==> src/rtl/onehot_codec_stream.sv <==
// Registered binary<->one-hot codec behind a valid/ready stream, with a saturating
// count of invalid one-hot codes seen in decode mode.
module onehot_codec_stream #(
    parameter  int BIN_W     = 4,
    parameter  int ERR_CNT_W = 8,
    localparam int OH_W      = 2**BIN_W
) (
    input  logic                 clk,
    input  logic                 rst,
    input  logic                 mode,
    input  logic                 in_valid,
    output logic                 in_ready,
    input  logic [OH_W-1:0]      in_data,
    output logic                 out_valid,
    input  logic                 out_ready,
    output logic [OH_W-1:0]      out_onehot,
    output logic [BIN_W-1:0]     out_bin,
    output logic                 out_err,
    output logic [ERR_CNT_W-1:0] err_count,
    input  logic                 err_clr
);

    // Handshake: a word moves on a rising edge where valid & ready are both high;
    // out_* hold while out_valid & !out_ready, and in_ready is low during reset.
    logic                 out_valid_q, out_valid_d;
    logic [OH_W-1:0]      out_onehot_q, out_onehot_d;
    logic [BIN_W-1:0]     out_bin_q, out_bin_d;
    logic                 out_err_q, out_err_d;
    logic [ERR_CNT_W-1:0] err_count_q, err_count_d;

    logic                 accept;
    logic [OH_W-1:0]      lowest;
    logic                 multi;
    logic [BIN_W-1:0]     low_idx;
    logic [BIN_W-1:0]     enc_idx;
    logic [OH_W-1:0]      res_onehot;
    logic [BIN_W-1:0]     res_bin;
    logic                 res_err;
    logic                 count_err;

    always_comb begin
        in_ready = !rst && (!out_valid_q || out_ready);
        accept   = in_valid && in_ready;

        // Two's-complement trick isolates the lowest set bit; a nonzero
        // remainder after clearing it means more than one bit was set.
        lowest  = in_data & (~in_data + OH_W'(1));
        multi   = |(in_data & (in_data - OH_W'(1)));
        low_idx = '0;
        for (int i = OH_W - 1; i >= 0; i--) begin
            if (in_data[i]) low_idx = BIN_W'(i);
        end
        enc_idx = in_data[BIN_W-1:0];

        if (mode) begin
            res_onehot = lowest;
            res_bin    = low_idx;
            res_err    = (in_data == '0) || multi;
        end else begin
            res_onehot = OH_W'(1) << enc_idx;
            res_bin    = enc_idx;
            res_err    = 1'b0;
        end

        out_valid_d  = out_valid_q;
        out_onehot_d = out_onehot_q;
        out_bin_d    = out_bin_q;
        out_err_d    = out_err_q;
        if (accept) begin
            out_valid_d  = 1'b1;
            out_onehot_d = res_onehot;
            out_bin_d    = res_bin;
            out_err_d    = res_err;
        end else if (out_ready) begin
            out_valid_d  = 1'b0;
        end

        // A clear coinciding with a counted error leaves the count at 1.
        count_err   = accept && mode && res_err;
        err_count_d = err_count_q;
        if (err_clr) begin
            err_count_d = count_err ? ERR_CNT_W'(1) : '0;
        end else if (count_err && !(&err_count_q)) begin
            err_count_d = err_count_q + ERR_CNT_W'(1);
        end
    end

    always_ff @(posedge clk) begin
        if (rst) begin
            out_valid_q  <= 1'b0;
            out_onehot_q <= '0;
            out_bin_q    <= '0;
            out_err_q    <= 1'b0;
            err_count_q  <= '0;
        end else begin
            out_valid_q  <= out_valid_d;
            out_onehot_q <= out_onehot_d;
            out_bin_q    <= out_bin_d;
            out_err_q    <= out_err_d;
            err_count_q  <= err_count_d;
        end
    end

    assign out_valid  = out_valid_q;
    assign out_onehot = out_onehot_q;
    assign out_bin    = out_bin_q;
    assign out_err    = out_err_q;
    assign err_count  = err_count_q;

endmodule

==> config.mk <==
export PLATFORM = sky130hd
export DESIGN_NAME = onehot_codec_stream
export DESIGN_NICKNAME = d
export VERILOG_FILES = /design/src/rtl/onehot_codec_stream.sv
export SDC_FILE = /design/constraint.sdc
export NUM_CORES = 1
export LEC_CHECK = 0
export BUFFER_PORTS_ARGS = -buffer_cell sky130_fd_sc_hd__buf_4
export CAP_MARGIN = 20
export CORE_UTILIZATION = 30
export CTS_CLUSTER_SIZE = 10
export DETAILED_ROUTE_END_ITERATION = 8
export GPL_TIMING_DRIVEN = 0
export PLACE_DENSITY = 0.62
export SYNTH_ARGS = -nofsm -noshare
export SYNTH_HDL_FRONTEND = slang
export SYNTH_SLANG_ARGS = --single-unit
export TNS_END_PERCENT = 20
==> constraint.sdc <==
create_clock -name clk -period 2.9 [get_ports clk]
set_input_delay 0.145 -clock clk [delete_from_list [all_inputs] [get_ports clk]]
set_output_delay 0.145 -clock clk [all_outputs]
set_load 0.005 [all_outputs]
# Word-level counts from Yosys, hierarchy flattened
# Index checks and enable logic that the tools add are counted.
# op_classes
n_addsub,3
muxes,24
eq_ne,0
bitwise,3
n_mul,0
n_reduce_logical,15
div,0
shifts,1
order_cmp,0
# ops
op,n
$mux 4,17
$and 16x16->16,2
$add 16x1->16 const B,1
$logic_not 16->1,1
$mux 16,1
$mux 8,2
$not 16->16,1
$reduce_or 16->1,1
$shl 1x4->16 const A,1
$sub 16x1->16 const B,1
$add 8x1->8 const B,1
$reduce_and 8->1,1
$logic_and 1x1->1,5
$mux 1,4
$reduce_bool 2->1,2
$logic_not 1->1,3
$logic_or 1x1->1,2
# word_totals
memories,0
romBits,0
ram_bits,0
reg_bits,30
out_inout_bits,31
latchBits,0
in_bits,22

# Logic depth before layout (Yosys ltp)
# Gate-level depths: netlist of the first run.
# depth
word_depth,17
depth_mapped,9

# Worst setup path after synthesis of the first run
# No wires, ideal clock.
# synth_timing
kind,input port to flip-flop
startpoint,input port in_data[9]
endpoint,register err_count_q[0] (netlist: err_count[0])
n_path_buf,1
stages,8
setup_time_ns,0.074
slack_ns,0.587
required_ns,2.826
arrival_ns,2.238
cell_sequence,buf_2 or4_4 nor3_4 mux2_1 nor3_1 a21o_4 or4b_1 o21ai_0
# synth_via
elab_chain_cells,8
elab_cells_between_ends,11
# synth_rtl
element,line,rtl
start: declaration,13,"input logic [OH_W-1:0] in_data,"
$sub 16x1->16,48,multi = |(in_data & (in_data - OH_W'(1)));
$and 16x16->16,48,
$reduce_or 16->1,48,
$logic_or 1x1->1 (*),58,res_err = (in_data == '0) || multi;
$mux 1 (*),55,if (mode) begin
$logic_and 1x1->1 (*),79,count_err = accept && mode && res_err;
$mux 1 / $logic_and 1x1->1 (equally long branches),"82, 83",
$mux 8 / $reduce_bool 2->1 (equally long branches),-,
end signal: assignment,100,err_count_q <= err_count_d;
end: declaration,29,"logic [ERR_CNT_W-1:0] err_count_q, err_count_d;"
# Mark *: on every way between the ends. The rest lies on a longest branch, timed or not.
# A chain may end at the register's enable or synchronous reset.

# Worst setup path in the final report of the first run
# layout_timing
startpoint,input port in_data[2]
endpoint,register err_count_q[0] (netlist: err_count[0])
# The elaborated chain is that of the path after synthesis.

==> results of run 1 <==
power by group through the flow:
stage               combinational [mW]  clock (mW)  sequential, mW
floorplan                       0.0837           0           0.437
global placement                 0.156           0           0.437
detailed placement               0.157           0           0.437
CTS                              0.158       0.349           0.428
global route                     0.175       0.372           0.429
finish                           0.158       0.340           0.428
logic make-up after synthesis:
family                     Yosys count  share of synthesized area, %
AOI/OAI and AO/OA                   79                          27.3
adders and majority gates            1                         0.683
buffers and inverters               25                          6.83
DFF                                 30                          32.8
muxes                                1                         0.615
and+or+nand+nor                    100                          31.7
cell usage in the layout (no fill, tap or decap), drive strengths merged, types with 2 or more instances in the layout:
cell type	instances
buf	55
o21ai	31
dfxtp	30
nor2	19
a21oi	19
nor3	18
nand3b	17
clkbuf	17
nand2	9
inv	8
nor2b	6
nand3	6
nor4	5
a32oi	5
a31oi	5
or3	5
a22oi	5
and2	4
and3	3
or4	3
a221oi	2
o211ai	2
o41ai	2
worst reg2reg max path: stages, from the launching register on:
cell,delay (ps)
dfxtp_1,360
and3_1,180
and2_1,160
nand4_1,120
nand3_1,110
a21o_4,210
buf_6,130
or3_1,300
a21oi_1,140
flip-flops by register name, summed over array words and instances (netlist names):
register	cells
out_valid	1
out_err	1
err_count	8
out_bin	4
out_onehot	16
through the flow:
stage | area [um^2] | setup slack [ps] | util, % | total power, mW
after floorplan | 1830 | 587 | - | 0.521
after global placement | 2280 | 277 | 38.8 | 0.593
after detailed placement | 2280 | 249 | 38.8 | 0.594
after CTS | 2380 | 506 | 40.4 | 0.934
after global routing | 2380 | 417 | 40.4 | 0.975
final | 2380 | 496 | 40.4 | 0.926
final timing paths:
check                               endpoint  depth (start not counted)         start  slack, ps
worst max-delay path            err_count[0]                          9    in_data[2]        500
worst max register to register  err_count[7]                          8  err_count[3]       1120
worst min-delay path               out_valid                          3      in_valid        120
worst min register to register       out_err                          2       out_err        460
synthesized netlist by cell type (5+ instances only):
cell       n
nand3_1    6
a21oi_1   19
a22oi_1    5
nand3b_1  17
dfxtp_1   30
clkbuf_1  10
a32oi_1    5
o21ai_0   30
a31oi_1    5
nor3_1    16
nor4_1     5
nand2_1    9
nor2b_1    6
or3_1      5
nor2_1    19
inv_1      8
final cells by class:
type                    count  area (um^2)  area share, %
clock inverters             1         5.00          0.211
multi-input cells         181         1100           46.5
clock buffers               7         86.3           3.63
repair buffers             48          360           15.2
inverters                   8         30.0           1.26
plain buffers              17         95.1           4.00
flip-flops and latches     30          601           25.3
well taps                  75         93.8           3.95
metal layers:
metal | GRT usage, % | vias to the layer above
met2 | 30.5 | 52
met4 | 5.00 | 0
li1 | - | 991
met1 | 22.1 | 894
met3 | 4.89 | 6
met5 | 0 | -
==> metrics, run 1 <==
IO Pins 53; CTS H-tree lvls 2; LEAKAGE 0.883 nW; main area contributors after synthesis dfxtp_1 (33%), o21ai_0 (8.2%), nand3b_1 (7.0%); clock buffer depth 2; Slew HR 49.3%; critical path cell sequence buf_4 > or4_1 > buf_6 > nor3_4 > mux2_1 > nor3_1 > a21o_4 > or4b_1 > o21ai_0; Clk Latency, worst-skew pair 270 ps; Inserted Diodes 0; initial core utilization 31.1%; Critical Path Source Type input port; mapped cell area 0.00183 mm^2; CP max stage cell or4_1; status complete, no violations; Ys Warns 0; post-DP HPWL 4.14 mm; Routed met1 length 2.41 mm; Async SR Flop Fraction 0%; Fin. Hold Viols 0; clock sink count 30; # resized after CTS 0; DR DRC count 0; Met3 Wirelength 316 um; WP data required 3090 ps; share of cells above drive strength 1 24.3%; Slew @ Worst Pin 755 ps; Arrival @ worst endpoint 2600 ps; fin nets 314; Die Y 80.1 um; Top Family by Delay on Critical Path simple AND/OR/NAND/NOR gates; clk root buf clkbuf_8; max incr delay on CP 530 ps; library cells used by synthesis 47; fmax 416 MHz; Detailed Route WL 5.38 mm; Combinational Power Share 17.1%; cell count after synthesis 236; RSZ-0062 raised after global routing false; placed cell count 359; global-route wire length before repair 8.92 mm; PD cells 390 mW/mm^2; remaining antenna violation count 0; full die area 0.00642 mm^2; CP Max Fanout 7; post-synth top area share 32.8%; drt wl/cell 14.7 um; pin count of the biggest net entering global routing 11; Buf/Inv on CP 2; final critical-path share of the clock period 82.9%; Seq pwr share 46.2%; synthesized net count 259; CP Capture Type flop; initial DRC count 151; synth-to-layout area growth 29.8%; fill cell count 633; grt ovf 0; number of global-route vias before repair 1894; antenna violations before repair 0; Final Max Tran Viols 0; kind of critical path in -> reg; site row count 28; DR pass1 iterations 4; # setup viols final 0; Avg Inst Size Synth 7.76 um^2; TritonCTS buffer count 5; post-synthesis sequential area ratio 32.8%; setup bufs post-CTS 0; worst hold path type in -> reg; Die Wd 80.1 um; Fin Setup TNS 0 ps; GPL Wtd Cong 0.884; cts hold-fix bufs 0; Via density 5.29; Post-synth EDFFs 0; Sw Ratio 26.6%; Core ar. 0.00589 mm^2; Psw 0.246 mW; min Tclk post-route 2400 ps; CTS tree yes; IO buf count 48; Main synth FF type dfxtp_1; GRT Util Overall 18.0%; Clk pwr share 36.7%; clock-pin slew on the worst setup and hold paths 60 ps; Yosys top cell by area dfxtp_1; non-filler cells, final 367; Layout Skew 6.56 ps; flops & latches, synth 30; DR top layer met4; Pint 0.680 mW; max-cap violations 0; worst hold slack 119 ps; met2 WL post-DR 2.60 mm; vias 1943; VDD IR-drop max 0.207 mV
No activity file was read; power rests on OpenSTA's default activity.
==> inputs of run 2 (changes only) <==
ABC_AREA = 1   (was not set)
clock period = 2.5 ns   (was 2.9 ns; I/O delays follow)
==> metrics, run 2 <==
library cells used by synthesis 33; mapped cell area 0.00192 mm^2; worst hold slack 46.8 ps; max-cap violations 0; critical path startpoint err_count[0]; full die area 0.00673 mm^2; # resized after CTS 0; vias 2115; clock buffer depth 2; min Tclk post-route 1730 ps; clk root buf clkbuf_8; GRT Util Overall 17.0%; count leader, synth nand2_1; status complete, no violations; CP Max Fanout 8; DP Area 0.00240 mm^2; WP data required 2670 ps; Ys Warns 0; fin nets 381; area taken by flip-flops and latches 601 um^2; cell count after synthesis 300; Critical Path Source Type flop; synth-to-layout area growth 29.6%; post-synth top area share 31.3%; placed cell count 426; Avg Inst Size Synth 6.40 um^2; non-filler cells, final 434; main area contributors after synthesis dfxtp_1 (31%), nand2_1 (14%), a21oi_1 (8.6%); Die Wd 82.0 um; Arrival @ worst endpoint 1900 ps; DR pass1 iterations 5; site row count 28; Final Max Tran Viols 0; commonest cells after routing, fill and taps aside nand2_1 (71), buf_4 (51), nor2_1 (40); global-route wire length before repair 8.67 mm; max FFs per register 16; Yosys top cell by area dfxtp_1; Worst Hold Launch rst; remaining antenna violation count 0; Slew @ Worst Pin 463 ps; Post-synth top cells nand2_1 (71), nor2_1 (40), a21oi_1 (33); CP Capture Type flop; GPL Wtd Cong 0.925; kind of critical path reg -> reg; Tot Pwr 1.15 mW; pin count of the biggest net entering global routing 11; Inserted Diodes 0; Core ar. 0.00606 mm^2; IO buf count 51; TritonCTS buffer count 5; Fin. Hold Viols 0; worst hold path type in -> reg; initial core utilization 31.7%; final critical-path share of the clock period 69.2%; area of the multi-input gates 0.00115 mm^2; fill cell count 678; Via density 4.87; setup bufs post-CTS 0; grt ovf 0; # setup viols final 0; Clk Latency, worst-skew pair 290 ps; IO Pins 53; Detailed Route WL 5.41 mm; VDD IR-drop max 0.255 mV; drt wl/cell 12.5 um; share of cells above drive strength 1 22.3%; LEAKAGE 1.15 nW; Main synth FF type dfxtp_1; PD cells 463 mW/mm^2; Slew HR 69.1%; clock sink count 30; reg2reg path depth 8; post-synthesis sequential area ratio 31.3%; post-DP HPWL 4.26 mm; initial DRC count 129; Die Y 82.0 um; Post-synth EDFFs 0; Layout Skew 10.1 ps; RSZ-0062 raised after global routing false; antenna violations before repair 0; fmax 578 MHz; most common cell after layout, fill and taps aside nand2_1; Worst R2R Start err_count[0]; Design Area, Final 0.00249 mm^2; flops & latches, synth 30; cts hold-fix bufs 0; CTS tree yes; Async SR Flop Fraction 0%; DR DRC count 0; Fin Setup TNS 0 ps; CTS H-tree lvls 2; Min-Delay Path Depth 2; clock-pin slew on the worst setup and hold paths 70 ps; synthesized net count 323; number of global-route vias before repair 1885
## run 2: cell families after synthesis
logic type                 synth area share, %
xor gates and xnor gates                 0.912
adders and majority gates                0.651
and+or+nand+nor                           40.0
DFF                                       31.3
buffers and inverters                     8.99
AOI/OAI and AO/OA                         18.2
## run 2: per-layer routing
metal / global-route usage (%) / part of all wire (%)
met5: 0 / 0
met4: 5.26 / 1.5
met3: 5.11 / 5.8
met2: 25.3 / 44
met1: 23.1 / 49
## run 2: final timing paths
path / end / slack (ps)
max reg2reg: err_count[0] / 770
max: err_count[0] / 770
min reg2reg: out_err / 470
min: out_onehot[10] / 50
## run 2: cell type report
| class | count | area share [%] |
|---|---|---|
| buffer | 8 | 1.51 |
| clock buffer | 7 | 3.47 |
| clock inverter | 1 | 0.201 |
| inverter | 36 | 5.43 |
| multi-input combinational | 226 | 46.1 |
| sequential | 30 | 24.1 |
| tap | 75 | 3.77 |
| timing repair buffer | 51 | 15.4 |
## run 2: report_power, final
group          total [mW]  leakage, nW  internal, mW  switching, mW
combinational       0.226        0.858        0.0976          0.128
clock               0.406       0.0482         0.222          0.184
sequential          0.521        0.246         0.504         0.0167
total                1.15         1.15         0.823          0.329
## run 2: stage by stage
step           setup slack, ps  utilization, %
2_1_floorplan              986               -
3_5_place_dp               722            39.6
3_3_place_gp               719            39.6
6_report                   771            41.1
5_1_grt                    599            41.1
4_1_cts                    779            41.1
## run 2: critical path, cell delays in order, from the launching register on
cell     delay [ps]
dfxtp_1         400
ha_1            190
nand2_1         100
nor4_1          270
nand2_1         250
nand3_4         200
nand2_2          70
nand2_1          80
a21oi_2          50
==> inputs of run 3 (changes only) <==
clock period = 1.7 ns   (was 2.5 ns; I/O delays follow)
==> metrics, run 3 (synthesis gave the netlist of run 2 again) <==
max-cap violations 0; drt wl/cell 12.7 um; Die Y 82.0 um; most common cell after layout, fill and taps aside nand2_1; Core ar. 0.00606 mm^2; reg2reg path depth 6; Reg-to-Reg End out_onehot[5]; RSZ-0062 raised after global routing true; # setup viols final 0; CP Max Fanout 10; DP Worst Slack -37.8 ps; max incr delay on CP 360 ps; share of cells above drive strength 1 24.0%; GRT Util Overall 17.1%; IO Pins 53; Tot Pwr 1.70 mW; Arrival @ worst endpoint 1770 ps; Layout Skew 8.31 ps; non-filler cells, final 437; LEAKAGE 1.17 nW; Via density 4.91; clock buffer depth 2; initial DRC count 137; Critical Path Source Type flop; vias 2147; Final Max Tran Viols 0; Buf/Inv on CP 2; clock-pin slew on the worst setup and hold paths 60 ps; Setup WS post-layout 133 ps; Detailed Route WL 5.53 mm; Worst Hold Launch rst; min Tclk post-route 1570 ps; commonest cells after routing, fill and taps aside nand2_1 (71), buf_4 (54), nor2_1 (40); CP max stage cell clkbuf_1; Fin. Hold Viols 0; placed cell count 426; Min-Delay Path Depth 2; VDD IR-drop max 0.376 mV; WP data required 1910 ps; number of global-route vias before repair 1886; global-route wire length before repair 8.73 mm; CTS tree yes; grt ovf 0; site row count 28; R2R setup slack 130 ps; CTS H-tree lvls 2; synth-to-layout area growth 31.5%; clock sink count 30; PD cells 673 mW/mm^2; GPL Wtd Cong 0.925; critical path cell sequence a21oi_1 > nand2_1 > clkbuf_1 > clkbuf_2 > a21oi_1 > a22oi_1; DR pass1 iterations 4; TritonCTS buffer count 5; fin nets 384; pin count of the biggest net entering global routing 11; Inserted Diodes 0; status complete, no violations; antenna violations before repair 0; fmax 638 MHz; worst hold path type in -> reg; full die area 0.00673 mm^2; DR DRC count 0; cts hold-fix bufs 0; kind of critical path reg -> reg; Clk Latency, worst-skew pair 290 ps; Slew @ Worst Pin 454 ps; remaining antenna violation count 0; post-DP HPWL 4.26 mm; Worst Hold End out_onehot[10]; CP dominant cell by count a21oi_1; final critical-path share of the clock period 92.1%; Top Family by Delay on Critical Path buffers and inverters; IO buf count 51; CP Capture Type flop; Die Wd 82.0 um; critical path startpoint out_valid; clk root buf clkbuf_8; initial core utilization 31.7%; max FFs per register 16; Slew HR 69.7%; Worst R2R Start out_valid
==> run 3: stage by stage <==
step | cell area [um^2] | hold WS [ps] | TNS (ps) | utilization [%]
3_3_place_gp | 2400 | 302 | -70.6 | 39.6
6_report | 2530 | 5.71 | 0 | 41.7
4_1_cts | 2500 | 5.61 | 0 | 41.3
2_1_floorplan | 1920 | 154 | 0 | -
3_5_place_dp | 2400 | 298 | -49.0 | 39.6
5_1_grt | 2530 | 0.688 | -40.5 | 41.7
==> run 3: worst max-delay path by stage <==
stage	to	slack [ps]	depth (start not counted)
final	out_onehot[5]	130	6
after global routing	out_onehot[3]	-20	6
after CTS	err_count[0]	1	8
after detailed placement	err_count[0]	-40	13
after global placement	err_count[0]	-40	13
after floorplan	err_count[0]	190	8
==> run 3: per-layer routing <==
| metal | part of all wire [%] | global-route usage (%) | wire [um] |
|---|---|---|---|
| met1 | 47 | 23.2 | 2630 |
| met4 | 0.89 | 5.26 | 49 |
| met2 | 45 | 25.5 | 2480 |
| met5 | 0 | 0 | 0 |
| met3 | 6.7 | 5.11 | 373 |
==> run 3: cell type report <==
class,instances,area (um^2)
fillers,677,3530
plain buffers,8,40.0
clock buffers,7,86.3
flip-flops and latches,30,602
multi-input cells,226,1160
inverters,36,135
clock inverters,1,5.00
repair buffers,54,405
well taps,75,93.8
==> run 3: report_power, final <==
group	internal, mW	total [mW]	switching, mW	leakage [nW]
clock	0.326	0.598	0.272	0.0482
combinational	0.145	0.336	0.191	0.877
sequential	0.741	0.766	0.0251	0.246
total	1.21	1.70	0.488	1.17
==> run 3: timing repair <==
action                                  CTS  global route
pin swaps                                 1             1
endpoints found under the setup margin    1            25
buffers inserted                          2             1
gates resized for setup                   0             5
